==> src/rtl/dsp_mac_ctrl_pkg.sv <==
// Shared constants and types for the DSP dot-product sequencer.
// Latency: n/a (package only).
// Backpressure: n/a (package only).
package dsp_mac_ctrl_pkg;

  // OPMODE encodings for the DSP slice: X[1:0]=M, Z[3:2]=0 or P, post-adder adds.
  localparam logic [7:0] OPM_MAC_FIRST = 8'h01;  // P <= M       (start of a new sum)
  localparam logic [7:0] OPM_MAC_ACC   = 8'h09;  // P <= P + M   (accumulate)

  typedef enum logic [1:0] {
    IDLE  = 2'd0,
    FEED  = 2'd1,
    DRAIN = 2'd2,
    DONE  = 2'd3
  } state_t;

endpackage

==> src/rtl/dsp_mac_ctrl.sv <==
// Sequences one fully registered DSP slice as a len-term dot-product engine.
// Latency: last operand handshake to result_valid = PIPE_LAT+1 cycles; len=0 gives result 2 cycles after start.
// Backpressure: in_ready is high for the whole FEED phase; idle input cycles push a harmless 0*0 term.
//
// Ports:
//   CLK, RST                 clock, synchronous active-high reset
//   start, len, busy         run control; start is ignored while busy
//   in_valid/in_ready, in_a, in_b   signed operand stream
//   dsp_a, dsp_b, dsp_opmode, dsp_ce, dsp_rst, dsp_p   DSP slice interface
//   result, result_valid     final sum (held) and one-cycle completion pulse
module dsp_mac_ctrl
  import dsp_mac_ctrl_pkg::*;
#(
  parameter int width_one   = 18,
  parameter int width_three = 48,
  parameter int LEN_W       = 8,
  parameter int PIPE_LAT    = 4
) (
  input  logic                        CLK,
  input  logic                        RST,
  input  logic                        start,
  input  logic [LEN_W-1:0]            len,
  input  logic                        in_valid,
  output logic                        in_ready,
  input  logic signed [width_one-1:0] in_a,
  input  logic signed [width_one-1:0] in_b,
  output logic [width_one-1:0]        dsp_a,
  output logic [width_one-1:0]        dsp_b,
  output logic [7:0]                  dsp_opmode,
  output logic                        dsp_ce,
  output logic                        dsp_rst,
  input  logic [width_three-1:0]      dsp_p,
  output logic                        busy,
  output logic [width_three-1:0]      result,
  output logic                        result_valid
);

  // Depth from the slice input to the M register; the first-term tag rides alongside.
  localparam int TAG_D = PIPE_LAT - 1;

  state_t           state, state_nxt;
  logic [LEN_W-1:0] cnt, cnt_nxt;
  logic             hs;
  logic             first_pend;   // next handshake is the first term of this run
  logic             zero_run;     // current run was started with len=0
  logic [TAG_D-1:0] tag_sr;

  assign dsp_ce  = 1'b1;
  assign dsp_rst = RST;

  // The tag arrives at the end of the shift register in the same cycle the
  // first product sits in M, so P is overwritten rather than accumulated.
  assign dsp_opmode = tag_sr[TAG_D-1] ? OPM_MAC_FIRST : OPM_MAC_ACC;

  always_comb begin
    state_nxt = state;
    cnt_nxt   = cnt;
    in_ready  = 1'b0;
    hs        = 1'b0;
    dsp_a     = '0;
    dsp_b     = '0;
    busy      = (state != IDLE);
    case (state)
      IDLE: begin
        if (start) begin
          if (len != '0) begin
            state_nxt = FEED;
            cnt_nxt   = len;
          end else begin
            state_nxt = DONE;
          end
        end
      end
      FEED: begin
        in_ready = 1'b1;
        if (in_valid) begin
          hs    = 1'b1;
          dsp_a = in_a;
          dsp_b = in_b;
          if (cnt == LEN_W'(1)) begin
            // Counter is reused to time the drain of the slice pipeline.
            state_nxt = DRAIN;
            cnt_nxt   = LEN_W'(PIPE_LAT - 1);
          end else begin
            cnt_nxt = cnt - LEN_W'(1);
          end
        end
      end
      DRAIN: begin
        cnt_nxt = cnt - LEN_W'(1);
        if (cnt == LEN_W'(1)) begin
          state_nxt = DONE;
        end
      end
      DONE: begin
        state_nxt = IDLE;
      end
      default: begin
        state_nxt = IDLE;
      end
    endcase
  end

  always_ff @(posedge CLK) begin
    if (RST) begin
      state        <= IDLE;
      cnt          <= '0;
      first_pend   <= 1'b0;
      zero_run     <= 1'b0;
      tag_sr       <= '0;
      result       <= '0;
      result_valid <= 1'b0;
    end else begin
      state        <= state_nxt;
      cnt          <= cnt_nxt;
      result_valid <= (state == DONE);

      if (state == IDLE && start) begin
        first_pend <= (len != '0);
        zero_run   <= (len == '0);
      end else if (hs) begin
        first_pend <= 1'b0;
      end

      tag_sr[0] <= hs & first_pend;
      for (int i = 1; i < TAG_D; i++) begin
        tag_sr[i] <= tag_sr[i-1];
      end

      if (state == DONE) begin
        result <= zero_run ? '0 : dsp_p;
      end
    end
  end

endmodule

==> config.mk <==
export PLATFORM = sky130hd
export DESIGN_NAME = dsp_mac_ctrl
export DESIGN_NICKNAME = d
export VERILOG_FILES = /design/src/rtl/dsp_mac_ctrl_pkg.sv /design/src/rtl/dsp_mac_ctrl.sv
export SDC_FILE = /design/constraint.sdc
export NUM_CORES = 1
export LEC_CHECK = 0
export BUFFER_PORTS_ARGS = -buffer_cell sky130_fd_sc_hd__buf_2
export CORE_MARGIN = 1
export CORE_UTILIZATION = 42
export CTS_CLUSTER_DIAMETER = 30
export DETAILED_ROUTE_END_ITERATION = 10
export PLACE_DENSITY_LB_ADDON = 0.3
export SYNTH_ARGS = -nofsm -noshare
export SYNTH_HDL_FRONTEND = slang
export SYNTH_SLANG_ARGS = --single-unit
==> constraint.sdc <==
create_clock -name CLK -period 2.5 [get_ports CLK]
set_input_delay 0 -clock CLK [delete_from_list [all_inputs] [get_ports CLK]]
set_output_delay 0 -clock CLK [all_outputs]
set_load 0.02 [all_outputs]
# Word level (Yosys, flattened, before mapping)
# Index checks and enable logic that the tools add are counted.
dict set report word_totals {
  in_bits 96
  regBits 64
  output_inout_bits 97
  word_cells 49
}
dict set report classes {
  n_addsub 1
  eq_ne 9
  bitwise_logic 1
  n_mux 22
  n_reduce_logical 9
}
# cell n
set op_table {}
lappend op_table {{$mux W18} 4}
lappend op_table {{$mux W48} 1}
lappend op_table {{$mux W8} 4}
lappend op_table {{$pmux W8 S3} 1}
lappend op_table {{$mux W2} 5}
lappend op_table {{$eq A8 B1 Y1 const B} 1}
lappend op_table {{$logic_not A8 Y1} 1}
lappend op_table {{$ne A2 B2 Y1 const B} 4}
lappend op_table {{$pmux W2 S4} 1}
lappend op_table {{$reduce_and A4 Y1} 2}
lappend op_table {{$reduce_bool A8 Y1} 1}
lappend op_table {{$sub A8 B1 Y8 const B} 1}
lappend op_table {{$mux W1} 5}
lappend op_table {{$eq A2 B2 Y1 const B} 2}
lappend op_table {{$mux W4} 1}
lappend op_table {{$reduce_bool A2 Y1} 2}
lappend op_table {{$reduce_bool A3 Y1} 1}
lappend op_table {{$eq A2 B1 Y1 const B} 1}
lappend op_table {{$logic_not A2 Y1} 1}
lappend op_table {{$ne A2 B1 Y1 const B} 1}
lappend op_table {{$and A1 B1 Y1} 1}
lappend op_table {{$logic_and A1 B1 Y1} 1}

# Longest topological paths before layout
dict set report depth {
  depth_word 4
  depth_mapped 7
}

# Least setup slack after synthesis
# No wires, ideal clock.
dict set report synth_path {
  path_kind {register to register}
  from {register cnt[0]}
  to {register state[0]}
  required_time_ns 2.413
  stages_incl_launch_ff 6
  path_buffers 0
  setup_slack_ns 0.645
  period_less_slack_ns 1.855
  setup_time_ns 0.087
  arrival_ns 1.768
  cell_sequence {dfxtp_1 > ha_1 > or3b_2 > o22a_1 > or4_1 > o31ai_1}
}
dict set report synth_via {
  elab_chain_len 3
  elab_cells_between_ends 4
  cone_classes {3 x eq/ne; 1 x reduce/logical}
}
# element line_no
set synth_rtl {}
lappend synth_rtl {{from (decl)} dsp_mac_ctrl.sv:42} ;# logic [LEN_W-1:0] cnt, cnt_nxt;
lappend synth_rtl {{from (signal assigned)} dsp_mac_ctrl.sv:115} ;# cnt <= cnt_nxt;
lappend synth_rtl {{$eq A8 B1 Y1 *} {dsp_mac_ctrl.sv:80, dsp_mac_ctrl.sv:91}}
lappend synth_rtl {{$ne A2 B2 Y1 (no source line)} -}
lappend synth_rtl {{$reduce_and A4 Y1 (no source line) *} -}
lappend synth_rtl {{to (signal assigned)} dsp_mac_ctrl.sv:114} ;# state <= state_nxt;
lappend synth_rtl {{to (decl)} dsp_mac_ctrl.sv:41} ;# state_t state, state_nxt;
# Mark *: on every way between the ends. The rest lies on a longest branch, timed or not.
# A chain may end at the register's enable or synchronous reset.

# Final worst setup path
# Ends and elaborated chain as after synthesis.

==> results.toml <==
[outcome]
run_status = "completed"

[sta]
finalSetupTns_ps = 0
finClkSkew_ps = 16.1
layout_worst_path_cycle_share_pct = 81.0
setup-violations-final = 0
maxSlewViolCount = 0
max_slew_margin_pct = 55.8
timing.final.crit_period_ps = 2030
worst-slew-pin-transition_ps = 663
max_freq_ghz = 0.494
unrepaired_setup_endpoints_after_global_routing = "false"
report.final.hold_viol_count = 0

[min_path]
worst_hold_path.endpoint = "cnt[5]"
holdPathStages = 3
hold_path_origin = "len[5]"
holdCritPathClass = "in -> reg"

[critical_path]
crit-reg2reg-launch = "cnt[0]"
rr_worst_depth = 5
worst_r2r_endpoint = "state[0]"
worst_setup_path_start_kind = "flop"
worst-setup-path-type = "reg -> reg"
max_fanout_on_critical_path = 6
worstPathArrival_ps = 2270
cpMaxStageDelayCell = "or3b_2"
setup.worst_path.end_class = "flop"
path_cells = "ha_1 -> or3b_2 -> o22a_1 -> or4_1 -> o31ai_1"
reg2reg_slack_ps = 470
cp.required_ps = 2750
cp_slowest_stage_delay_ps = 500

[synth]
netlist_top_cells_area = "dfxtp_1 44%, a22oi_1 13%, and3_1 7.9%, nor2_1 7.6%, ha_1 3.0%"
yosys_most_used_dff = "dfxtp_1"
synth_most_common_cell = "dfxtp_1"
syn_inst = 342
syn_area_per_cell_um2 = 8.57
synth_warnings = 0
syn-cell-area_um2 = 2930
postSynth.asyncResetShare_pct = 0
synth-seq-area-share_pct = 43.7
synth_enable_flop_cells = 0
synthTopCellsByCount = "64 x dfxtp_1, 59 x nor2_1, 50 x a22oi_1, 37 x and3_1, 23 x clkbuf_1"
yosys.area.top_type_share_pct = 43.7
synth_area_leader_cell = "dfxtp_1"
ys_types = 44
synth.ff_latch_count = 64

[die]
fp.coreArea_um2 = 6760
die_area_um2 = 7320
dieHeight_um = 85.5
num_io_pins = 193
rows = 30
initial_utilization_pct = 43.4
die_width_um = 85.5

[place]
gp_congestion = 0.883
place_hpwl_um = 6250
port_buffers = 184

[cells_and_area]
layout-drive-gt1-share_pct = 37.4
fillers = 525
final_nets = 667
ff_latch_area_um2 = 1280
area_of_the_multi_input_gates_um2 = 1460
syn2layout_area_growth_pct = 57.5
diodes = 0

[cts]
path_clk_slew_ps = 80
clk-insertion-delay-late_ps = 340
holdBufCountCts = 51
htreeDepth = 3
clock-root-buffer = "clkbuf_8"
tritoncts_clock_tree = "built"
cts_repair_resize_count = 0
cts-root-to-sink-buffers = 2
cts.repair_timing.setup_buffer_count = 0
cts_buffers = 9
clock_sink_count = 64

[job]
cap_viol_max_count = 0

[drt]
vias = 3459
detail_route.wirelength_um = 9840
drc = 0
wire_per_inst_um = 15.2
vias_per_cell = 5.33
drt_iter0_markers = 207
router_iterations_before_antenna_repair = 5
final_antenna_net_count = 0

[pwr]
p_comb_share_pct = 32.9
seq_power_share_pct = 34.4
power_frac_clock_pct = 32.6
intPower_mw = 2.26
p_leak_nw = 2.36
switching_share_pct = 33.9
p_per_area_nw_per_um2 = 741
p_switching_mw = 1.16
peakVddDrop_mv = 0.353
report.power.total_mw = 3.42

[grt]
grt_first_pass_wirelength_um = 15100
grt_pass1_vias = 3250
grt_remaining_overflow = 0
initial_antenna_violation_count = 0
grt_max_degree = 50
grt_util_all_layers_pct = 26.3
==> layer usage <==
metal | track usage (%) | vias up | part of all wire, %
met4 | 14.7 | 0 | 3.8
met3 | 4.52 | 28 | 6.0
met1 | 28.8 | 1588 | 38
met5 | 0 | - | 0
li1 | - | 1665 | -
met2 | 47.9 | 178 | 52
==> worst max-delay path: cells and delay by family (launching register included) <==
family	cells	cell delay, ps
AND/OR/NAND/NOR	2	970
flip-flops	1	430
AO/OA/AOI/OAI	2	290
adder cells (fa/ha/maj)	1	260
==> cell usage in the layout, fill, tap and decap left out, types with 10 or more instances in the layout <==
cell type,netlist,final
buf_2,1,184
inv_1,11,11
dfxtp_1,64,64
a22oi_1,50,50
and3_1,37,37
nor2_1,59,58
dlygate4sd3_1,0,51
clkbuf_8,0,10
==> per-stage QoR <==
| stage | setup WS (ps) | hold slack, ps | std cells | instance area, um^2 | utilization, % |
|---|---|---|---|---|---|
| final | 474 | 13.0 | 649 | 4620 | 68.3 |
| after global routing | 382 | 43.0 | 649 | 4620 | 68.3 |
| after CTS | 486 | 1.74 | 649 | 4620 | 68.3 |
| after detailed placement | 515 | 238 | 582 | 3850 | 57.0 |
| after global placement | 537 | 231 | 582 | 3850 | 57.0 |
| after floorplan | 645 | 113 | 348 | 2950 | - |
==> worst max path at each step <==
stage,from,endpoint,slack [ps],depth (start not counted)
after global routing,cnt[0],state[0],380,5
after global placement,cnt[0],state[1],540,5
after floorplan,cnt[0],state[0],650,5
after CTS,cnt[0],state[0],490,5
after detailed placement,cnt[0],state[0],510,5
final,cnt[0],state[0],470,5
==> power by group through the flow <==
stage          clock network, mW  logic [mW]  registers, mW
6_report                    1.12        1.13           1.18
5_1_grt                     1.18        1.22           1.19
4_1_cts                     1.14        1.11           1.17
3_5_place_dp                   0        1.05           1.20
3_3_place_gp                   0        1.03           1.19
2_1_floorplan                  0       0.732           1.19
==> cells by family after synthesis <==
logic type                 Yosys count  synth area share [%]
and+or+nand+nor                    130                  22.5
AOI/OAI and AO/OA                   91                  23.1
buffers and inverters               48                  7.34
DFF                                 64                  43.7
adders and majority gates            7                  2.99
other                                2                 0.256
==> sequential cells by signal, summed over array words and instances, names as in the netlist <==
name          flops
result           48
cnt               8
tag_sr            3
state             2
first_pend        1
result_valid      1
zero_run          1
==> cell type report <==
class                   instances  area share, %
flip-flops and latches         64           27.8
clock inverters                 6           2.49
clock buffers                  10           2.98
repair buffers                240           31.8
well taps                      80           2.17
inverters                      13           1.06
multi-input cells             236           31.7
Power figures use the tool's default switching activity.
